==> src/rtl/coffee_pkg.sv <==
// Shared definitions for the coffee vending controller: FSM states, product
// codes and the price table.
package coffee_pkg;

  typedef enum logic [1:0] {
    ST_IDLE    = 2'd0,
    ST_COLLECT = 2'd1,
    ST_BREW    = 2'd2,
    ST_PAYOUT  = 2'd3
  } state_t;

  localparam int unsigned EXPRESSO    = 0;
  localparam int unsigned COFFEE_MILK = 1;
  localparam int unsigned CAPUCCINO   = 2;
  localparam int unsigned MOCACCINO   = 3;

  localparam int unsigned PRICE_W = 3;

  // Prices in coin units; the caller zero-extends to its credit width.
  function automatic logic [PRICE_W-1:0] price_of(input int unsigned code);
    case (code)
      EXPRESSO:    price_of = 3'd3;
      COFFEE_MILK: price_of = 3'd4;
      CAPUCCINO:   price_of = 3'd5;
      MOCACCINO:   price_of = 3'd7;
      default:     price_of = 3'd0;
    endcase
  endfunction

endpackage

==> src/rtl/coffee_vend_ctrl_brew_timer.sv <==
// Loadable down-counter that times the brew phase; zero flags the last cycle.
module brew_timer #(
  parameter int unsigned CYCLES = 8
) (
  input  logic clk,
  input  logic rst_n,
  input  logic load,
  input  logic count,
  output logic zero
);

  localparam int unsigned CNT_W = (CYCLES > 1) ? $clog2(CYCLES) : 1;

  logic [CNT_W-1:0] cnt;

  always_ff @(posedge clk or negedge rst_n) begin
    if (!rst_n) begin
      cnt <= '0;
    end else if (load) begin
      cnt <= CNT_W'(CYCLES - 1);
    end else if (count && (cnt != '0)) begin
      cnt <= cnt - CNT_W'(1);
    end
  end

  assign zero = (cnt == '0);

endmodule

==> src/rtl/coffee_vend_ctrl.sv <==
// Coffee vending controller: coin credit accumulation, selection validation,
// brew timing and change presentation through a valid/ack handshake.
module coffee_vend_ctrl
  import coffee_pkg::*;
#(
  parameter int unsigned COIN_W      = 4,
  parameter int unsigned TYPE_W      = 3,
  parameter int unsigned N_TYPES     = 4,
  parameter int unsigned BREW_CYCLES = 50000000
) (
  input  logic              clk,
  input  logic              rst_n,
  input  logic              coin_i,
  input  logic [TYPE_W-1:0] type_i,
  input  logic              select_i,
  input  logic              cancel_i,
  input  logic              change_ack_i,
  output logic [COIN_W-1:0] credit_o,
  output logic [COIN_W-1:0] change_o,
  output logic              change_valid_o,
  output logic              brewing_o,
  output logic              insufficient_o,
  output logic              type_err_o,
  output logic              coin_reject_o
);

  localparam logic [COIN_W-1:0] CREDIT_MAX = '1;

  state_t            state, state_nxt;
  logic [COIN_W-1:0] credit, credit_nxt;
  logic [COIN_W-1:0] change, change_nxt;
  logic              insufficient, insufficient_nxt;
  logic              type_err, type_err_nxt;
  logic              coin_reject, coin_reject_nxt;
  logic              tmr_load, tmr_zero, tmr_count;

  logic              type_valid;
  logic [COIN_W-1:0] price;
  logic              afford;

  assign type_valid = (32'(type_i) < 32'(N_TYPES));
  assign price      = COIN_W'(price_of(32'(type_i)));
  assign afford     = (credit >= price);

  always_comb begin
    state_nxt        = state;
    credit_nxt       = credit;
    change_nxt       = change;
    insufficient_nxt = 1'b0;
    type_err_nxt     = 1'b0;
    coin_reject_nxt  = 1'b0;
    tmr_load         = 1'b0;

    case (state)
      ST_IDLE, ST_COLLECT: begin
        if ((state == ST_COLLECT) && cancel_i) begin
          change_nxt      = credit;
          credit_nxt      = '0;
          state_nxt       = ST_PAYOUT;
          coin_reject_nxt = coin_i;
        end else if (select_i && type_valid && afford && (state == ST_COLLECT)) begin
          change_nxt      = credit - price;
          credit_nxt      = '0;
          state_nxt       = ST_BREW;
          tmr_load        = 1'b1;
          coin_reject_nxt = coin_i;
        end else begin
          // A failed select still lets a same-cycle coin through.
          if (select_i) begin
            type_err_nxt     = !type_valid;
            insufficient_nxt = type_valid;
          end
          if (coin_i) begin
            if (credit == CREDIT_MAX) begin
              coin_reject_nxt = 1'b1;
            end else begin
              credit_nxt = credit + COIN_W'(1);
              state_nxt  = ST_COLLECT;
            end
          end
        end
      end
      ST_BREW: begin
        coin_reject_nxt = coin_i;
        if (tmr_zero) begin
          state_nxt = ST_PAYOUT;
        end
      end
      ST_PAYOUT: begin
        coin_reject_nxt = coin_i;
        if (change_ack_i) begin
          state_nxt  = ST_IDLE;
          change_nxt = '0;
        end
      end
      default: state_nxt = ST_IDLE;
    endcase
  end

  always_ff @(posedge clk or negedge rst_n) begin
    if (!rst_n) begin
      state        <= ST_IDLE;
      credit       <= '0;
      change       <= '0;
      insufficient <= 1'b0;
      type_err     <= 1'b0;
      coin_reject  <= 1'b0;
    end else begin
      state        <= state_nxt;
      credit       <= credit_nxt;
      change       <= change_nxt;
      insufficient <= insufficient_nxt;
      type_err     <= type_err_nxt;
      coin_reject  <= coin_reject_nxt;
    end
  end

  // Timer holds at zero once expired; the FSM leaves BREW on that cycle.
  assign tmr_count = (state == ST_BREW) && !tmr_zero;

  brew_timer #(
    .CYCLES(BREW_CYCLES)
  ) u_brew_timer (
    .clk  (clk),
    .rst_n(rst_n),
    .load (tmr_load),
    .count(tmr_count),
    .zero (tmr_zero)
  );

  assign credit_o       = credit;
  assign change_o       = change;
  assign change_valid_o = (state == ST_PAYOUT);
  assign brewing_o      = (state == ST_BREW);
  assign insufficient_o = insufficient;
  assign type_err_o     = type_err;
  assign coin_reject_o  = coin_reject;

endmodule
==> config.mk <==
export PLATFORM = sky130hd
export DESIGN_NAME = coffee_vend_ctrl
export DESIGN_NICKNAME = d
export VERILOG_FILES = /design/src/rtl/coffee_pkg.sv /design/src/rtl/coffee_vend_ctrl_brew_timer.sv /design/src/rtl/coffee_vend_ctrl.sv
export SDC_FILE = /design/constraint.sdc
export NUM_CORES = 1
export LEC_CHECK = 0
export BUFFER_PORTS_ARGS = -buffer_cell sky130_fd_sc_hd__buf_2
export CAP_MARGIN = 5
export CORE_ASPECT_RATIO = 0.75
export CORE_MARGIN = 1
export CORE_UTILIZATION = 45
export CTS_CLUSTER_SIZE = 10
export DETAILED_ROUTE_END_ITERATION = 16
export PLACE_DENSITY = 0.62
export SYNTH_ARGS = -nofsm -noshare
export SYNTH_HDL_FRONTEND = slang
export SYNTH_SLANG_ARGS = --single-unit
==> constraint.sdc <==
create_clock -name clk -period 6.4 [get_ports clk]
set_input_delay 0.64 -clock clk [delete_from_list [all_inputs] [get_ports clk]]
set_output_delay 0.64 -clock clk [all_outputs]
set_load 0.02 [all_outputs]
# After elaboration in Yosys (flattened, before gate mapping)
# Index checks and enable logic that the tools add are counted.
# totals
reg_bits	39
inputBits	9
output_inout_bits	13
wordCells	79
# op_classes
addsub	3
magnitude_cmp	2
n_eq_ne	13
mux	34
n_reduce_logical	20
# op_table
operator	n
$mux 26	2
$mux 4	7
$logic_not 26->1	1
$reduce_bool 26->1	1
$sub 26x1->26 const B	1
$mux 1	15
$mux 2	6
$pmux 3 s4	1
$ne 4x4->1 const B	2
$pmux 4 s2	1
$eq 3x2->1 const B	2
$logic_and 1x1->1	6
$ne 3x3->1 const B	2
$pmux 2 s3	1
$reduce_and 3->1	2
$add 4x1->4 const B	1
$eq 2x2->1 const B	2
$eq 4x4->1 const B	1
$ge 4x3->1	1
$reduce_and 4->1	1
$reduce_bool 2->1	2
$reduce_or 2->1	2
$sub 4x3->4	1
$eq 3x1->1 const B	1
9 further kinds	10

# Logic depth before layout (Yosys ltp)
# Gate-level depths: netlist (run 1).
# depth
depth_word	9
depth_mapped	11
ltp_nobuf	10

# Cells and area by module
# Synthesis (run 1) repeated with hierarchy kept, for this count alone.
# unflattened
hier_cells	232
hier_area_um2	2301.0
# modules_own_cells
module	instances	cells_per_inst	area_each_um2	seq_area_each_um2
brew_timer	1	148	1480.2	650.6
coffee_vend_ctrl	1	84	820.8	325.3

# Least setup slack after synthesis (run 1)
# Ideal clock, no wire load.
# synth_path
path_type	input-to-reg
startpoint	in type_i[1]
endpoint	reg u_brew_timer.cnt[13]
setup_time_ns	0.141
t_arrival_ns	2.458
required_time_ns	6.259
setup_slack_ns	3.800
stages	11
n_path_buf	2
path_cell_list	inv_1 a21oi_1 ha_1 inv_1 fa_1 a211oi_1 a21o_1 or2_2 clkbuf_1 clkbuf_1 nand3_1
# synth_via
elab_chain_cells	9
elab_cells_between_ends	15
cone_classes	order compare: 2; eq/ne: 3; mux: 5; reduce/logical: 5
# synth_rtl
element	line	text
from (decl)	coffee_vend_ctrl.sv:14	input logic [TYPE_W-1:0] type_i,
$eq 3x2->1, or another cell as far along	coffee_pkg.sv:21	case (code)
$pmux 3 s4	coffee_pkg.sv:21	
$ge 4x3->1	coffee_vend_ctrl.sv:43	assign afford = (credit >= price);
$logic_and 1x1->1 (*) (2 in series)	coffee_vend_ctrl.sv:61	end else if (select_i && type_valid && afford && (state == ST_COLLECT)) begin
$mux 1 (*)	coffee_vend_ctrl.sv:61	
$mux 1 (*)	coffee_vend_ctrl.sv:56	if ((state == ST_COLLECT) && cancel_i) begin
$mux 1 (*)	coffee_vend_ctrl.sv:54	case (state)
$mux 26 / $reduce_bool 2->1 (equally long branches)	-	
to (signal assigned)	coffee_vend_ctrl_brew_timer.sv:20	cnt <= CNT_W'(CYCLES - 1);
to (signal assigned)	coffee_vend_ctrl_brew_timer.sv:22	cnt <= cnt - CNT_W'(1);
to (decl)	coffee_vend_ctrl_brew_timer.sv:14	logic [CNT_W-1:0] cnt;
# Mark *: on every way between the ends. The rest lies on a longest branch, timed or not.
# A chain may end at the register's enable or synchronous reset.

# Final worst setup path (run 1)
# layout_path
startpoint	reg u_brew_timer.cnt[0]
endpoint	reg u_brew_timer.cnt[15]
# layout_via
elab_chain_cells	5
elab_cells_between_ends	9
cone_classes	add/sub: 1; mux: 2; reduce/logical: 6
# layout_rtl
element
parallel branches: the longest is 5 deep, another holds $sub 26x1->26
# Parallel ways; which one is timed is not known. The select of a mux whose other input is x is not followed.

==> results.txt, run 1 <==
----------------------------------------------------
[Run status]
  Outcome ... complete, no violations

[Cells and area]
  Commonest non-fill, non-tap cells in the layout ... 39 x sky130_fd_sc_hd__dfrtp_1, 21 x sky130_fd_sc_hd__buf_2, 16 x sky130_fd_sc_hd__nand2_1
  Layout cells sized above 1 ... 16.3%
  Most frequent standard cell in the layout excluding fill and tap cells ... sky130_fd_sc_hd__dfrtp_1
  Final std cell area, no fill ... 2420 sq um
  Layout overhead on the synthesized area ... 9.15%
  Total Nets Final ... 265
  Total inserted antenna cells ... 0

[Route]
  Post-detailed-route via-to-cell ratio ... 5.79
  DRC violation total after the first TritonRoute iteration ... 96
  Residual DRC ... 0
  Routed vias ... 1782
  DRT Wirelength ... 4670 um
  DRT Pass-1 Iters ... 4
  Post-DR wirelength/cell ... 15.2 um
  ANT nets after route ... 0

[Critical path]
  Cells traversed along the worst timing path ... inv_1, ha_1, nor4b_1, nand4_1, o31ai_1, or3_2, nand3_1
  Signal arrival time at the worst endpoint ... 3.30 ns
  Slack of the worst reg-to-reg path ... 3.26 ns
  Depth of the worst register-to-register path ... 7
  Category of cells accounting for the largest share of critical-path delay ... simple AND/OR/NAND/NOR gates
  Worst path bufs/invs ... 1
  Required time of the critical path ... 6.56 ns
  Crit Reg-Reg Startpoint ... u_brew_timer.cnt[0]
  Crit path largest cell delay ... 1.00 ns
  Peak fanout along the critical path ... 11
  Critical register-to-register path endpoint ... u_brew_timer.cnt[15]
  Critical-path cell with the highest stage delay ... sky130_fd_sc_hd__o31ai_1
  Crit path launch type ... flip-flop
  Critical path start-end classification ... reg -> reg
  Element type at the critical path end ... flip-flop

[Clock tree]
  TritonCTS clock tree ... yes
  H-tree Lvls ... 2
  Number of hold buffers added after CTS ... 0
  Number of buffers created by CTS ... 5
  Post-cts gate resize count ... 0
  Clock Root Buffer ... sky130_fd_sc_hd__clkbuf_8
  Sinks on Clock Net ... 39
  CTS clk-pin slew, worst paths ... 0.08 ns
  Clock latency of the later-clocked register in the worst-skew pair ... 0.29 ns
  Maximum buffer depth of the clock tree ... 2
  Buffers inserted by post-CTS timing repair ... 0

[Logic synthesis]
  Avg Synthesized Cell Area ... 9.55 sq um
  Post-synth EDFFs ... 0
  Part of the Yosys area used for sequential elements ... 44.1%
  Netlist Area Pre-Place ... 2210 sq um
  Share of synthesized registers carrying an async set or reset ... 100%
  Synthesis Warnings ... 0
  Predominant post-synthesis flop cell ... sky130_fd_sc_hd__dfrtp_1
  Syn_nets ... 247
  Yosys cell types ... 50
  Synthesized instance count ... 232
  Flip-flop and latch count after synthesis ... 39

[Run]
  Max-cap violations ... 0

[Floorplanning]
  Die Y ... 62.8 um
  Floorplan die width ... 83.0 um
  Full die area ... 5210 sq um
  Floorplan core area ... 4600 sq um
  Row count ... 21
  I/O pin count ... 22
  Initial standard-cell utilization of the core ... 48.2%

[Placed design]
  Placer's final routability congestion estimate ... 0.846
  Placed Area ... 2340 sq um
  Number of input and output port buffers inserted ... 21
  HPWL after detailed placement ... 3370 um

[STA]
  Slew at the pin closest to its max-slew limit ... 1.09 ns
  Count of final hold-check violations ... 0
  Worst max-slew margin expressed relative to the limit ... 26.9%
  Total negative setup slack ... 0 ns
  Unrepaired setup endpoints after global routing ... false
  Setup violators final ... 0
  Maximum clock rate ... 319 MHz
  Count of final max-slew check failures ... 0
  Final setup skew ... 0.0104 ns
  Final period demand of the worst path ... 3.14 ns
  Fraction of the cycle the final worst path needs ... 49.0%

[Pwr]
  Peak ir drop on the vdd network ... 0.000202 V
  P_leak ... 0.938 nW
  P per Cell Area ... 374 nW/um^2

[GRT]
  Initial antenna violation count ... 0
  Vias in the first global route ... 1565
  Remaining Overflow, GRT ... 0
  Total global-route track usage ... 18.9%
  Wire length of the first global-routing pass ... 7760 um
  Maximum number of pins on one net before global-route repair ... 40

[Min path]
  Worst min-delay path category ... in -> async

----------------------------------------------------
## worst register-to-register path, cell delays in order, from the launching register on
cell                      delay, ns
sky130_fd_sc_hd__dfrtp_1       0.40
sky130_fd_sc_hd__inv_1         0.06
sky130_fd_sc_hd__ha_1          0.19
sky130_fd_sc_hd__nor4b_1       0.62
sky130_fd_sc_hd__nand4_1       0.40
sky130_fd_sc_hd__o31ai_1       1.00
sky130_fd_sc_hd__or3_2         0.27
sky130_fd_sc_hd__nand3_1       0.07
## per-layer routing
metal	track usage [%]	up-vias	wire length (um)
met4	5.82	0	43
met3	4.49	7	257
li1	-	910	-
met1	31.1	821	2600
met5	0	-	0
met2	23.8	44	1770
## cells in the mapped netlist (5+ instances only)
library cell	instances	area, sq um
sky130_fd_sc_hd__nor2_1	9	33.8
sky130_fd_sc_hd__nor3_1	7	35.0
sky130_fd_sc_hd__inv_1	9	33.8
sky130_fd_sc_hd__nand2_1	16	60.1
sky130_fd_sc_hd__nand3_1	13	65.1
sky130_fd_sc_hd__or3_1	7	43.8
sky130_fd_sc_hd__ha_1	5	62.6
sky130_fd_sc_hd__a211oi_1	6	45.0
sky130_fd_sc_hd__o31ai_1	7	52.6
sky130_fd_sc_hd__clkbuf_1	6	22.5
sky130_fd_sc_hd__a31oi_1	5	31.3
sky130_fd_sc_hd__mux2i_1	5	50.1
sky130_fd_sc_hd__o21ai_0	14	70.1
sky130_fd_sc_hd__dfrtp_1	39	976
sky130_fd_sc_hd__a21oi_1	14	70.1
sky130_fd_sc_hd__nand4_1	8	50.1
## through the flow
stage               setup slack, ns  power [W]  std cells  hold slack, ns  util [%]
detailed placement             3.35   0.000748        300           0.467      50.8
floorplan                      3.80   0.000654        232           0.344         -
global placement               3.48   0.000747        300           0.460      50.8
CTS                            3.31   0.000908        308           0.474      52.6
global route                   3.03   0.000975        308           0.501      52.6
finish                         3.26   0.000903        308           0.468      52.6
## power breakdown
part	switching, W	leakage [nW]	internal (W)
combinational	0.000202	0.456	0.000141
sequential	0.0000888	0.439	0.000315
clock	0.0000795	0.0422	0.0000764
## state kept, by name, summed over array words and instances, names as in the netlist
signal and cells:
u_brew_timer.cnt 26, credit_o 4, type_err_o 1, insufficient_o 1, change_o 4, state 2, coin_reject_o 1
## worst max path at each step
stage,from,endpoint,slack (ns),cells past startpoint
floorplan,type_i[1],u_brew_timer.cnt[13],3.80,11
global placement,type_i[1],change_o[1],3.48,11
detailed placement,u_brew_timer.cnt[0],u_brew_timer.cnt[15],3.35,7
CTS,u_brew_timer.cnt[0],u_brew_timer.cnt[15],3.31,7
global route,u_brew_timer.cnt[0],u_brew_timer.cnt[15],3.03,7
finish,u_brew_timer.cnt[0],u_brew_timer.cnt[15],3.26,7
## cells by family after synthesis
group	after synthesis	synth area share (%)
buffers and inverters	19	4.01
AOI/OAI and AO/OA	62	18.8
xor gates and xnor gates	5	1.98
DFF	39	44.1
and+or+nand+nor	93	23.7
adders and majority gates	6	3.73
muxes	8	3.79
## area by class of cell
class                           instances  area, sq um
Timing Repair Buffer                   21          105
Fill cell                             425         2180
Tap cell                               57         71.3
Inverter                                9         33.8
Sequential cell                        39          976
Clock inverter                          1         5.00
Multi-Input combinational cell        174         1150
Clock buffer                            7         76.3
No activity file was read; power rests on OpenSTA's default activity.
==> run 2: changes to the inputs <==
--- a/config.mk
+++ b/config.mk
@@ -12,7 +12,7 @@
 export CORE_UTILIZATION = 45
 export CTS_CLUSTER_SIZE = 10
 export DETAILED_ROUTE_END_ITERATION = 16
-export PLACE_DENSITY = 0.62
+export PLACE_DENSITY = 0.65
 export SYNTH_ARGS = -nofsm -noshare
 export SYNTH_HDL_FRONTEND = slang
 export SYNTH_SLANG_ARGS = --single-unit
==> constraint.sdc (replaced) <==
create_clock -name clk -period 2.7 [get_ports clk]
set_input_delay 0.27 -clock clk [delete_from_list [all_inputs] [get_ports clk]]
set_output_delay 0.27 -clock clk [all_outputs]
set_load 0.02 [all_outputs]
==> results.txt, run 2 (synthesized netlist as in run 1, its figures left out) <==
----------------------------------------------------
[Run status]
  Outcome ... complete, no violations

[Critical path]
  Critical path start-end classification ... reg -> reg
  Element type at the critical path end ... flip-flop
  Cells traversed along the worst timing path ... or4_1, or4_4, o31a_1, a211oi_1, a31oi_1
  Critical Path Source ... u_brew_timer.cnt[8]
  Required time of the critical path ... 2.85 ns (-3.71 ns)
  Critical-path cell with the highest stage delay ... sky130_fd_sc_hd__or4_1
  Signal arrival time at the worst endpoint ... 2.65 ns (-0.65 ns)
  Peak fanout along the critical path ... 13 (+2)
  Crit path largest cell delay ... 0.57 ns (-0.43 ns)
  Crit path launch type ... flip-flop
  Slack of the worst reg-to-reg path ... 0.20 ns (-3.06 ns)
  Critical register-to-register path endpoint ... u_brew_timer.cnt[3]
  Endpoint of the most critical setup path ... u_brew_timer.cnt[3]
  Crit Reg-Reg Startpoint ... u_brew_timer.cnt[8]
  Depth of the worst register-to-register path ... 5 (-2)

[Cells and area]
  Most frequent standard cell in the layout excluding fill and tap cells ... sky130_fd_sc_hd__dfrtp_1
  Largest register by flop count ... u_brew_timer.cnt
  Layout overhead on the synthesized area ... 14.5%
  Area of the multi-input gates ... 1150 sq um (unchanged)
  Register area ... 976 sq um (unchanged)
  Share of the core filled with cells in the final layout ... 55.2% (+2.6 points)
  Commonest non-fill, non-tap cells in the layout ... 39 x sky130_fd_sc_hd__dfrtp_1, 21 x sky130_fd_sc_hd__buf_2, 16 x sky130_fd_sc_hd__nand2_1
  Final std cell area, no fill ... 2540 sq um (+4.9%)
  Total Nets Final ... 276 (+4.2%)
  Largest register FFs ... 26 (unchanged)
  Layout cells sized above 1 ... 20.6% (+4.3 points)
  Number of filler instances in the final layout ... 406 (-4.5%)
  Total inserted antenna cells ... 0 (unchanged)

[Pwr]
  Peak ir drop on the vdd network ... 0.000500 V (+150%)
  Part of the power in registers ... 38.4% (-6.3 points)
  Int Pwr ... 0.00143 W (+170%)
  Share of total power in combinational logic ... 40.2% (+2.2 points)
  Tot Pwr ... 0.00236 W (+160%)
  P_leak ... 1.01 nW (+7.9%)
  Net switching power ... 0.000922 W (+150%)
  Switching fraction of total power ... 39.1% (-1.9 points)
  P per Cell Area ... 929 nW/um^2 (+150%)
  Clock power share ... 21.5% (+4.2 points)

[Floorplanning]
  Die Y ... 62.8 um (unchanged)
  Floorplan core area ... 4600 sq um (unchanged)
  Row count ... 21 (unchanged)
  I/O pin count ... 22 (unchanged)
  Initial standard-cell utilization of the core ... 48.2% (unchanged)
  Full die area ... 5210 sq um (unchanged)
  Floorplan die width ... 83.0 um (unchanged)

[Placed design]
  HPWL after detailed placement ... 3520 um (+4.3%)
  Number of input and output port buffers inserted ... 21 (unchanged)
  Post-Place Worst Slack ... 0.221 ns (-3.13 ns)
  Placer's final routability congestion estimate ... 0.841 (-0.57%)
  Placed Area ... 2420 sq um (+3.5%)

[Clock tree]
  Buffers inserted by post-CTS timing repair ... 0 (unchanged)
  Clock latency of the later-clocked register in the worst-skew pair ... 0.29 ns (about the same)
  Post-cts gate resize count ... 0 (unchanged)
  Clock Root Buffer ... sky130_fd_sc_hd__clkbuf_8
  Number of hold buffers added after CTS ... 0 (unchanged)
  Maximum buffer depth of the clock tree ... 2 (unchanged)
  Sinks on Clock Net ... 39 (unchanged)
  CTS clk-pin slew, worst paths ... 0.08 ns (about the same)
  H-tree Lvls ... 2 (unchanged)
  Number of buffers created by CTS ... 5 (unchanged)
  TritonCTS clock tree ... yes

[STA]
  Final setup skew ... 0.00848 ns (-0.00187 ns)
  Maximum clock rate ... 400 MHz (+25%)
  Setup violators final ... 0 (unchanged)
  Unrepaired setup endpoints after global routing ... false
  Count of final hold-check violations ... 0 (unchanged)
  Slew at the pin closest to its max-slew limit ... 0.868 ns (-0.219 ns)
  Count of final max-slew check failures ... 0 (unchanged)
  Worst max-slew margin expressed relative to the limit ... 42.1% (+15 points)
  Total negative setup slack ... 0 ns (unchanged)
  Final worst slack ... 0.199 ns (-3.06 ns)
  Final period demand of the worst path ... 2.50 ns (-0.635 ns)
  Fraction of the cycle the final worst path needs ... 92.6% (+44 points)

[Route]
  Detailed-routed wire length on met2 ... 1830 um (+2.9%)
  Detail Route met3 WL ... 175 um (-32%)
  Top layer reached by signal wires ... met4
  Post-DR wirelength/cell ... 15.0 um (-1.2%)
  ANT nets after route ... 0 (unchanged)
  DRT Pass-1 Iters ... 4 (unchanged)
  Post-detailed-route via-to-cell ratio ... 5.83 (+0.72%)
  DRC violation total after the first TritonRoute iteration ... 109 (+14%)
  Residual DRC ... 0 (unchanged)
  Routed vias ... 1859 (+4.3%)
  Length of routed wiring on met1 ... 2760 um (+6.3%)
  DRT Wirelength ... 4780 um (+2.3%)

[Min path]
  Worst min-delay path category ... in -> async

[GRT]
  Wire length of the first global-routing pass ... 8250 um (+6.4%)
  Total global-route track usage ... 20.0% (+1.1 points)
  Maximum number of pins on one net before global-route repair ... 40 (unchanged)
  Remaining Overflow, GRT ... 0 (unchanged)
  Initial antenna violation count ... 0 (unchanged)
  Vias in the first global route ... 1641 (+4.9%)

[Run]
  Max-cap violations ... 0 (unchanged)

----------------------------------------------------
## run 2: cell types whose count changed in the layout (fill, tap and decap cells not counted), sizes merged
| cell | previous run | this run |
|---|---|---|
| clkbuf | 7 | 6 |
| buf | 21 | 32 |
| bufinv | 0 | 1 |
## run 2: power by group through the flow
stage	clock network [W]	registers, W	logic (W)
after global routing	0.000547	0.000932	0.00106
final	0.000506	0.000904	0.000947
after global placement	0	0.000907	0.000931
after CTS	0.000517	0.000900	0.000948
after detailed placement	0	0.000910	0.000944
after floorplan	0	0.000958	0.000593
## run 2: how the worst min path moves through the flow
stage                  endpoint  slack [ns]  cells after the start
floorplan           change_o[0]       -0.03                      0
global placement    credit_o[0]        0.43                      1
detailed placement  credit_o[0]        0.44                      1
CTS                 credit_o[0]        0.11                      1
global route        credit_o[3]        0.16                      1
finish              credit_o[3]        0.08                      1
## run 2: layout make-up
class                           instances  area share, %
Tap cell                               57           2.81
Inverter                                9           1.33
Multi-Input combinational cell        174           45.3
Sequential cell                        39           38.5
Clock buffer                            6           3.26
Clock inverter                          2           1.38
Timing Repair Buffer                   32           7.40
## run 2: worst max-delay path: cells and delay by family, from the launching register on
kind             cells  cell delay, ns
AND/OR/NAND/NOR      2            1.08
flip-flops           1            0.45
AO/OA/AOI/OAI        3            0.83
## run 2: per-stage QoR
stage	cells	hold WS [ns]
4_1_cts	319	0.113
2_1_floorplan	232	-0.0256
6_report	319	0.0836
3_3_place_gp	311	0.431
3_5_place_dp	311	0.439
5_1_grt	319	0.160
## run 2: per-layer routing
layer / up-vias / track usage, %
li1: 939 / -
met1: 885 / 33.4
met2: 31 / 24.4
met3: 4 / 4.76
met4: 0 / 6.03
met5: - / 0
==> run 3: changes to the inputs <==
--- a/config.mk
+++ b/config.mk
@@ -13,6 +13,7 @@
 export CTS_CLUSTER_SIZE = 10
 export DETAILED_ROUTE_END_ITERATION = 16
 export PLACE_DENSITY = 0.65
+export RECOVER_POWER = 25
 export SYNTH_ARGS = -nofsm -noshare
 export SYNTH_HDL_FRONTEND = slang
 export SYNTH_SLANG_ARGS = --single-unit
==> results.txt, run 3 (synthesized netlist as in run 1, its figures left out) <==
----------------------------------------------------
[Route]
  Post-DR wirelength/cell ... 15.0 um (about the same)
  Routed vias ... 1856 (-0.16%)
  DRT Wirelength ... 4780 um (about the same)
  ANT nets after route ... 0 (unchanged)
  DRT Pass-1 Iters ... 4 (unchanged)
  DRC violation total after the first TritonRoute iteration ... 109 (unchanged)
  Residual DRC ... 0 (unchanged)
  Post-detailed-route via-to-cell ratio ... 5.82 (-0.16%)

[Pwr]
  Peak ir drop on the vdd network ... 0.000503 V (+0.44%)
  P_leak ... 1.01 nW (-0.27%)
  P per Cell Area ... 930 nW/um^2 (about the same)

[Cells and area]
  Share of the core filled with cells in the final layout ... 55.1% (about the same)
  Number of filler instances in the final layout ... 407 (+0.25%)
  Most frequent standard cell in the layout excluding fill and tap cells ... sky130_fd_sc_hd__dfrtp_1
  Largest register by flop count ... u_brew_timer.cnt
  Layout cells sized above 1 ... 20.2% (-0.38 points)
  Largest register FFs ... 26 (unchanged)
  Total Nets Final ... 276 (unchanged)
  Area of the multi-input gates ... 1150 sq um (unchanged)
  Layout overhead on the synthesized area ... 14.5% (about the same)
  Commonest non-fill, non-tap cells in the layout ... 39 x sky130_fd_sc_hd__dfrtp_1, 20 x sky130_fd_sc_hd__buf_2, 16 x sky130_fd_sc_hd__nand2_1
  Total inserted antenna cells ... 0 (unchanged)
  Register area ... 976 sq um (unchanged)

[Clock tree]
  Sinks on Clock Net ... 39 (unchanged)
  Maximum buffer depth of the clock tree ... 2 (unchanged)
  Number of buffers created by CTS ... 5 (unchanged)
  Number of hold buffers added after CTS ... 0 (unchanged)
  Clock Root Buffer ... sky130_fd_sc_hd__clkbuf_8
  Buffers inserted by post-CTS timing repair ... 0 (unchanged)
  CTS clk-pin slew, worst paths ... 0.08 ns (about the same)
  TritonCTS clock tree ... yes
  H-tree Lvls ... 2 (unchanged)
  Clock latency of the later-clocked register in the worst-skew pair ... 0.29 ns (about the same)
  Post-cts gate resize count ... 0 (unchanged)

[Critical path]
  Critical register-to-register path endpoint ... u_brew_timer.cnt[3]
  Critical-path cell with the highest stage delay ... sky130_fd_sc_hd__or4_1
  Element type at the critical path end ... flip-flop
  Crit path launch type ... flip-flop
  Slack of the worst reg-to-reg path ... 0.20 ns (about the same)
  Crit Reg-Reg Startpoint ... u_brew_timer.cnt[8]
  Cells traversed along the worst timing path ... or4_1, or4_4, o31a_1, a211oi_1, a31oi_1
  Crit path largest cell delay ... 0.57 ns (about the same)
  Peak fanout along the critical path ... 13 (unchanged)
  Critical path start-end classification ... reg -> reg
  Required time of the critical path ... 2.85 ns (about the same)
  Signal arrival time at the worst endpoint ... 2.65 ns (about the same)
  Depth of the worst register-to-register path ... 5 (unchanged)

[STA]
  Worst max-slew margin expressed relative to the limit ... -38.1% (-80 points)
  Count of final hold-check violations ... 0 (unchanged)
  Count of final max-slew check failures ... 40 (+40)
  Maximum clock rate ... 400 MHz (about the same)
  Setup violators final ... 0 (unchanged)
  Final period demand of the worst path ... 2.50 ns (+0.000577 ns)
  Total negative setup slack ... 0 ns (unchanged)
  Final setup skew ... 0.00847 ns (-0.0000126 ns)
  Fraction of the cycle the final worst path needs ... 92.7% (about the same)
  Slew at the pin closest to its max-slew limit ... 2.07 ns (+1.20 ns)
  Smallest hold slack ... 0.182 ns (+0.0987 ns)
  Unrepaired setup endpoints after global routing ... false

[Min path]
  Worst min-delay path category ... in -> reg
  Worst min-delay path endpoint ... state[1]
  Count of cells along the worst hold path ... 2
  Hold path start ... change_ack_i

[Run]
  Max-cap violations ... 1 (+1)

[Run status]
  Outcome ... finished, violations left
  Failing checks ... capacitance limit, slew limit

[Floorplanning]
  Initial standard-cell utilization of the core ... 48.2% (unchanged)
  Full die area ... 5210 sq um (unchanged)
  Floorplan die width ... 83.0 um (unchanged)
  Die Y ... 62.8 um (unchanged)
  Floorplan core area ... 4600 sq um (unchanged)
  Row count ... 21 (unchanged)
  I/O pin count ... 22 (unchanged)

[GRT]
  Vias in the first global route ... 1641 (unchanged)
  Initial antenna violation count ... 0 (unchanged)
  Maximum number of pins on one net before global-route repair ... 40 (unchanged)
  Wire length of the first global-routing pass ... 8250 um (unchanged)
  Busiest metal layer after global routing ... met1
  Global routing usage on met2 ... 24.4% (unchanged)
  Remaining Overflow, GRT ... 0 (unchanged)
  Met1 track demand over resource in global routing ... 33.4% (unchanged)
  Total global-route track usage ... 20.0% (unchanged)
  Routing usage on met3 ... 4.76% (unchanged)

[Placed design]
  Placer's final routability congestion estimate ... 0.841 (unchanged)
  Number of input and output port buffers inserted ... 21 (unchanged)
  HPWL after detailed placement ... 3520 um (unchanged)

----------------------------------------------------
## run 3: worst max-delay path: cells and delay by family, from the launching register on
kind            cells  cell delay (ns)
flops               1             0.45
simple gates        2             1.08
compound gates      3             0.83
## run 3: metal layers
| metal | vias to the layer above | wire [um] | part of all wire [%] |
|---|---|---|---|
| met1 | 883 | 2750 | 57 |
| met2 | 30 | 1820 | 38 |
| li1 | 939 | - | - |
| met4 | 0 | 17 | 0.36 |
| met3 | 4 | 193 | 4.0 |
| met5 | - | 0 | 0 |
## run 3: through the flow
step,instances,setup slack (ns),area [sq um],power [W]
3_5_place_dp,311,0.221,2420,0.00185
2_1_floorplan,232,0.212,2210,0.00155
4_1_cts,319,0.212,2540,0.00237
5_1_grt,319,0.0490,2530,0.00254
6_report,319,0.198,2530,0.00236
3_3_place_gp,311,0.216,2420,0.00184
## run 3: final cells by class
class,instances,share of cell area (%)
multi-input cells,174,45.4
flip-flops and latches,39,38.5
repair buffers,32,7.35
clock buffers,6,3.26
well taps,57,2.81
clock inverters,2,1.38
inverters,9,1.33
## run 3: how the worst max path moves through the flow
| stage | slack (ns) | startpoint | to | cells after the start |
|---|---|---|---|---|
| floorplan | 0.21 | u_brew_timer.cnt[8] | u_brew_timer.cnt[19] | 7 |
| global placement | 0.22 | type_i[1] | change_o[1] | 11 |
| detailed placement | 0.22 | u_brew_timer.cnt[8] | u_brew_timer.cnt[3] | 5 |
| CTS | 0.21 | u_brew_timer.cnt[8] | u_brew_timer.cnt[3] | 5 |
| global route | 0.05 | u_brew_timer.cnt[0] | u_brew_timer.cnt[2] | 8 |
| finish | 0.20 | u_brew_timer.cnt[8] | u_brew_timer.cnt[3] | 5 |
## run 3: where the power goes
group          internal (W)  switching, W  leakage (nW)
sequential         0.000748      0.000156         0.439
combinational      0.000388      0.000560         0.509
clock              0.000299      0.000206        0.0612
